$ cat src/rtl/word_guess_ctrl.sv
// Word-guessing game controller: latches a secret word and scans each guess
// across all letter positions, one per clock, tracking reveals, misses and the outcome.
module word_guess_ctrl #(
    parameter int WORD_LEN  = 5,
    parameter int MAX_WRONG = 6
) (
    input  logic                  clk,
    input  logic                  rst,
    input  logic                  word_load,
    input  logic [7*WORD_LEN-1:0] word_flat,
    input  logic                  guess_valid,
    input  logic [6:0]            guess_ascii,
    output logic                  guess_ready,
    output logic                  busy,
    output logic                  result_valid,
    output logic                  result_hit,
    output logic [WORD_LEN-1:0]   revealed_mask,
    output logic [3:0]            wrong_count,
    output logic                  game_won,
    output logic                  game_lost
);
    localparam int IDX_W = (WORD_LEN > 1) ? $clog2(WORD_LEN) : 1;

    typedef enum logic [2:0] {
        S_IDLE,
        S_READY,
        S_SCAN,
        S_DONE,
        S_WON,
        S_LOST
    } state_t;

    state_t                state_reg, state_next;
    logic [7*WORD_LEN-1:0] word_reg, word_next;
    logic [6:0]            guess_reg, guess_next;
    logic [IDX_W-1:0]      idx_reg, idx_next;
    logic                  hit_reg, hit_next;
    logic [WORD_LEN-1:0]   mask_reg, mask_next;
    logic [3:0]            count_reg, count_next;
    logic [3:0]            count_upd;
    logic [WORD_LEN-1:0]   match_vec;

    // Every position is compared in parallel; the scan just walks idx over the results.
    genvar gi;
    generate
        for (gi = 0; gi < WORD_LEN; gi++) begin : g_match
            assign match_vec[gi] = (word_reg[7*gi +: 7] == guess_reg);
        end
    endgenerate

    always_comb begin
        count_upd = count_reg;
        if (!hit_reg && (count_reg < 4'(MAX_WRONG))) begin
            count_upd = count_reg + 4'd1;
        end
    end

    always_comb begin
        state_next = state_reg;
        word_next  = word_reg;
        guess_next = guess_reg;
        idx_next   = idx_reg;
        hit_next   = hit_reg;
        mask_next  = mask_reg;
        count_next = count_reg;

        case (state_reg)
            S_IDLE: begin
            end
            S_READY: begin
                if (guess_valid) begin
                    guess_next = guess_ascii;
                    idx_next   = '0;
                    hit_next   = 1'b0;
                    state_next = S_SCAN;
                end
            end
            S_SCAN: begin
                if (match_vec[idx_reg]) begin
                    mask_next[idx_reg] = 1'b1;
                    hit_next           = 1'b1;
                end
                if (idx_reg == IDX_W'(WORD_LEN - 1)) begin
                    state_next = S_DONE;
                end else begin
                    idx_next = idx_reg + 1'b1;
                end
            end
            S_DONE: begin
                count_next = count_upd;
                if (&mask_reg) begin
                    state_next = S_WON;
                end else if (count_upd == 4'(MAX_WRONG)) begin
                    state_next = S_LOST;
                end else begin
                    state_next = S_READY;
                end
            end
            S_WON, S_LOST: begin
            end
            default: state_next = S_IDLE;
        endcase

        // A new word overrides whatever the game was doing, including a scan in flight.
        if (word_load) begin
            word_next  = word_flat;
            mask_next  = '0;
            count_next = '0;
            idx_next   = '0;
            hit_next   = 1'b0;
            state_next = S_READY;
        end
    end

    always_ff @(posedge clk) begin
        if (rst) begin
            state_reg <= S_IDLE;
            word_reg  <= '0;
            guess_reg <= '0;
            idx_reg   <= '0;
            hit_reg   <= 1'b0;
            mask_reg  <= '0;
            count_reg <= '0;
        end else begin
            state_reg <= state_next;
            word_reg  <= word_next;
            guess_reg <= guess_next;
            idx_reg   <= idx_next;
            hit_reg   <= hit_next;
            mask_reg  <= mask_next;
            count_reg <= count_next;
        end
    end

    assign guess_ready   = (state_reg == S_READY);
    assign busy          = (state_reg == S_SCAN) || (state_reg == S_DONE);
    assign result_valid  = (state_reg == S_DONE);
    assign result_hit    = (state_reg == S_DONE) && hit_reg;
    assign revealed_mask = mask_reg;
    assign wrong_count   = count_reg;
    assign game_won      = (state_reg == S_WON);
    assign game_lost     = (state_reg == S_LOST);
endmodule

$ cat config.mk
export PLATFORM = sky130hd
export DESIGN_NAME = word_guess_ctrl
export DESIGN_NICKNAME = d
export VERILOG_FILES = /design/src/rtl/word_guess_ctrl.sv
export SDC_FILE = /design/constraint.sdc
export NUM_CORES = 1
export LEC_CHECK = 0
export ABC_AREA = 1
export ABC_CLOCK_PERIOD_IN_PS = 2370
export BUFFER_PORTS_ARGS = -buffer_cell sky130_fd_sc_hd__buf_2
export CAP_MARGIN = 20
export CORE_MARGIN = 1
export CORE_UTILIZATION = 53
export CTS_CLUSTER_DIAMETER = 150
export CTS_CLUSTER_SIZE = 24
export DETAILED_ROUTE_END_ITERATION = 10
export GPL_ROUTABILITY_DRIVEN = 0
export PLACE_DENSITY = 0.89
export SKIP_LAST_GASP = 1
export SLEW_MARGIN = 10
export SYNTH_ARGS = -nofsm -noshare
export SYNTH_HDL_FRONTEND = slang
export SYNTH_SLANG_ARGS = --single-unit
export TNS_END_PERCENT = 1
$ cat constraint.sdc
create_clock -name clk -period 2.37 [get_ports clk]
set_input_delay 0.237 -clock clk [delete_from_list [all_inputs] [get_ports clk]]
set_output_delay 0.237 -clock clk [all_outputs]
set_load 0.05 [all_outputs]
# Word-level counts from Yosys, hierarchy flattened
# Cells that the tools add are included.
[word_totals] ff_bits=58 latch_bits=0 ram_bits=0 rom_bits=0 inputBits=46 output_inout_bits=15 word_cells=67 mem_count=0
[classes] addsub=2 multipliers=0 n_div=0 n_lt_le_gt_ge=3 eq_ne=19 shift=0 mux=17 bitwise=2 reduce_logical=16
[ops] cell="equality test 7 bit" count=5
[ops] cell="two-way mux 3 bit" count=6
[ops] cell="case mux 3 bit (4 select lines)" count=1
[ops] cell="AND reduction 3 bit" count=4
[ops] cell="equality test 3 bit, second input constant" count=3
[ops] cell="inequality test 2 bit, second input constant" count=4
[ops] cell="equality test 3 x 2 -> 1 bit, second input constant" count=2
[ops] cell="inequality test 3 bit, second input constant" count=2
[ops] cell="case mux 3 bit (2 select lines)" count=1
[ops] cell="two-way mux 1 bit" count=5
[ops] cell="OR 5 bit" count=1
[ops] cell="AND reduction 5 bit" count=1
[ops] cell="adder 4 x 1 -> 4 bit, second input constant" count=1
[ops] cell="equality test 4 x 3 -> 1 bit, second input constant" count=1
[ops] cell="less-than comparator 3 x 4 -> 1 bit, second input constant" count=1
[ops] cell="less-than comparator 4 x 3 -> 1 bit, second input constant" count=1
[ops] cell="two-way mux 4 bit" count=1
[ops] cell="AND reduction 2 bit" count=2
[ops] cell="adder 3 x 1 -> 3 bit, second input constant" count=1
[ops] cell="binary-select mux 1 bit (select 3 bit)" count=1
[ops] cell="demux 1 bit (select 3 bit)" count=1
[ops] cell="equality test 3 x 1 -> 1 bit, second input constant" count=1
[ops] cell="greater-or-equal comparator 3 x 1 -> 1 bit, second input constant" count=1
[ops] cell="logical AND 1 bit" count=3
[ops] cell="other kinds (9)" count=9

# Logic depth before layout (Yosys ltp)
[logic_depth] word_depth=8 ltp_mapped=15 ltp_nobuf=15

# Worst setup path before layout
# Ideal clock, no wire load.
[synth_timing] path_type="register -> output" startpoint="reg state_reg[0]" endpoint="out result_hit" t_arrival_ns=1.837 required_time_ns=2.133 setup_slack_ns=0.296 stages_incl_launch_ff=5 path_buffers=0 cell_sequence="dfxtp_1 -> inv_2 -> nor2_2 -> inv_2 -> nor2_1"
[synth_via] elab_chain_cells=2
[synth_lines] element="start, declared" line="33" text="state_t state_reg, state_next;"
[synth_lines] element="start signal, assigned" line="125" text="state_reg <= state_next;"
[synth_lines] element="equality test 3 x 2 -> 1 bit"
[synth_lines] element="named net result_valid" line="15" text="output logic result_valid,"
[synth_lines] element="logical AND 1 bit" line="138" text="assign result_hit = (state_reg == S_DONE) && hit_reg;"
[synth_lines] element="end, declared" line="16" text="output logic result_hit,"
# The timed path passes the listed nets, and every way through them passes these cells.

# Final worst setup path
[layout_timing] startpoint="reg state_reg[0]" endpoint="out result_hit"
[layout_via] elab_chain_cells=2
[layout_lines] element="equality test 3 x 2 -> 1 bit" line="138"
[layout_lines] element="logical AND 1 bit" line="138"
# No other way between the ends.

==> results.json <==
{
  "outcome": "completed",
  "first_global_vias": 2542,
  "antennaDiodeCount": 0,
  "max_slew_margin": 0.654,
  "grt-ovfl-total": 0,
  "synth_xor_xnor_area_share": 0.0715,
  "initial_utilization": 0.552,
  "reg2reg_slack_ns": 0.68,
  "clkSlewWorstSetupHoldPaths_ns": 0.06,
  "power.total_mw": 2.17,
  "core_rows": 26,
  "p_leak_nw": 1.57,
  "num_io_pins": 61,
  "critical_path_required_ns": 2.13,
  "final_max_slew_viol_count": 0,
  "synthCells": 403,
  "hold_violations": 0,
  "synth_mux_area_frac": 0,
  "layout-area-overhead-vs-synth_pct": 17.7,
  "critical-path-slowest-cell": "dfxtp_1",
  "drt-pass1-iter-count": 4,
  "core_region_area_um2": 5110,
  "r2r-start": "guess_reg[5]",
  "avgRoutedWirePerCell_um": 12.3,
  "post-cts-setup-buffers": 0,
  "setup_total_negative_slack_ns": 0,
  "drt.antenna.violating_nets": 0,
  "synth.largest_area_cell": "dfxtp_1",
  "unique_cell_type_count_in_the_yosys_netlist": 30,
  "ctsRootBufferMaster": "clkbuf_8",
  "fmax_mhz": 545,
  "compound_cell_area_share_of_the_yosys_netlist": 0.172,
  "timing_worst_setup_path_type": "reg -> out",
  "max_stage_delay_ns": 0.46,
  "route.vias.total": 2692,
  "antenna_found_initial": 0,
  "fillerInstances": 477,
  "layout.cells.most_common": "nor2_1",
  "routed_via_density": 5.05,
  "synthesis.area_um2": 2820,
  "edff_count_synth": 0,
  "post_route_minimum_period_ns": 1.83,
  "holdCritPathClass": "in -> reg",
  "clock_latency_ns": 0.34,
  "p_per_area_nw_per_um2": 655,
  "timing.critical_path.mode_cell": "inv_2",
  "drt-total-wl_mm": 6.56,
  "path_cells": "inv_2, nor2_2, inv_2, nor2_1, buf_2",
  "simple_gate_area_share_of_the_yosys_netlist": 0.239,
  "adder_and_majority_cell_fraction_of_the_synthesized_area": 0.0133,
  "critPathBufInv": 3,
  "syn-num-nets": 452,
  "die_x_um": 74.9,
  "ctsHoldBuffers": 0,
  "rsz0062_at_grt": "false",
  "post_route_cells_drive_above_1_share": 0.231,
  "largest_register_ffs": 35,
  "synthesized_area_per_cell_um2": 6.99,
  "finish.cell_count_without_fillers": 533,
  "synth_top_cells_by_area": "dfxtp_1, nor2_1, nand2_1",
  "max_cap_viol_count": 0,
  "tritoncts": "done",
  "ys_flop_type": "dfxtp_1",
  "largest_family_of_logic_cells_by_synthesized_area": "simple AND/OR/NAND/NOR gates",
  "finalSetupViolCount": 0,
  "worst_setup_start_kind": "flip-flop",
  "cp.depth": 5,
  "rr_worst_depth": 12,
  "worst_pin_slew_ns": 0.518,
  "ys_seq_area_frac": 0.412,
  "yosys.area.top_type_share": 0.412,
  "worst_hold_slack_ns": 0.121,
  "clock_buffer_count_from_cts": 9,
  "critical_path.reg2reg.endpoint": "revealed_mask[1]",
  "htreeDepth": 3,
  "synth-warning-count": 0,
  "timing.critical_path.max_delay_family": "flip-flops",
  "layout_worst_path_cycle_share": 0.774,
  "place.detailed.instances": 519,
  "clock_path_buffers": 2,
  "most_used_cells_in_the_layout_excluding_fill_and_tap_cells": "nor2_1, nand2_1, buf_2, dfxtp_1, o21ai_0",
  "whs_path_depth": 3,
  "worstPathMaxFanout": 7,
  "clock-skew-final_ns": 0.00747,
  "design.final.nets": 509,
  "global_route_total_usage_across_every_layer": 0.255,
  "first_pass_grt_wire_length_mm": 10.6,
  "die_area_um2": 5610,
  "cp-startpoint": "state_reg[0]",
  "post_cts_resized": 0,
  "critical_path_arrival_ns": 1.60,
  "die_h_um": 74.9,
  "critical_path.endpoint_type": "output pin",
  "drt_iter0_drc": 156,
  "clock_sinks": 58,
  "grt_start_max_net_pins": 29,
  "hp-start": "word_flat[1]",
  "ir_worst_vdd_uv": 324,
  "worst_setup_ep": "result_hit",
  "place.port_buffers": 60,
  "remaining_drc_errors": 0,
  "flip_flop_and_latch_count_after_synthesis": 58,
  "synth_async_sr_flop_share": 0,
  "detailed_placer_s_ending_hpwl_mm": 4.79
}
how the worst min path moves through the flow:
| stage | to | slack [ns] |
|---|---|---|
| final | word_reg[1] | 0.12 |
| after global routing | word_reg[5] | 0.13 |
| after CTS | word_reg[22] | 0.11 |
| after detailed placement | word_reg[22] | 0.46 |
| after global placement | word_reg[24] | 0.46 |
| after floorplan | state_reg[0] | 0.31 |
worst reg2reg max path: cells and delay by family (launching register included):
| kind | cells | cell delay (ns) |
|---|---|---|
| flops | 1 | 0.49 |
| buf+inv | 2 | 0.20 |
| compound gates | 1 | 0.11 |
| simple gates | 9 | 0.83 |
per-stage QoR:
stage	util	cell area (um2)	setup WS, ns
6_report	0.649	3320	0.535
5_1_grt	0.649	3320	0.444
4_1_cts	0.649	3320	0.521
3_5_place_dp	0.618	3160	0.708
3_3_place_gp	0.618	3160	0.768
2_1_floorplan	-	2820	0.296
kinds of logic after synthesis:
group,Yosys count
simple gates,165
compound gates,88
buf+inv,66
flops,58
xor+xnor,23
fa+ha+maj,3
synthesized netlist by cell type, types with 4 or more instances:
library cell   n
nor2_1        74
nand2_1       67
dfxtp_1       58
o21ai_0       45
inv_1         31
a21oi_1       30
inv_2         15
clkbuf_1      12
xor2_1        12
xnor2_1       11
nor3_1         6
buf_2          5
nand3_1        5
nor2_2         5
nand2_2        4
metal layers:
layer,share of wire,GRT usage
met1,0.44,0.295
met2,0.48,0.421
met3,0.048,0.0576
met4,0.037,0.172
met5,0,0
power breakdown:
group	total [mW]	internal (mW)	switching [mW]
sequential	1.08	1.03	0.0528
combinational	0.332	0.135	0.198
clock	0.757	0.387	0.369
layout make-up:
class,instances,area (um2),share of cell area
clock inverters,4,20.0,0.00604
inverters,48,180,0.0543
well taps,70,87.6,0.0264
flip-flops and latches,58,1160,0.350
repair buffers,64,330,0.0996
multi-input cells,279,1400,0.422
clock buffers,10,138,0.0415
(Power assumes the default switching activity.)
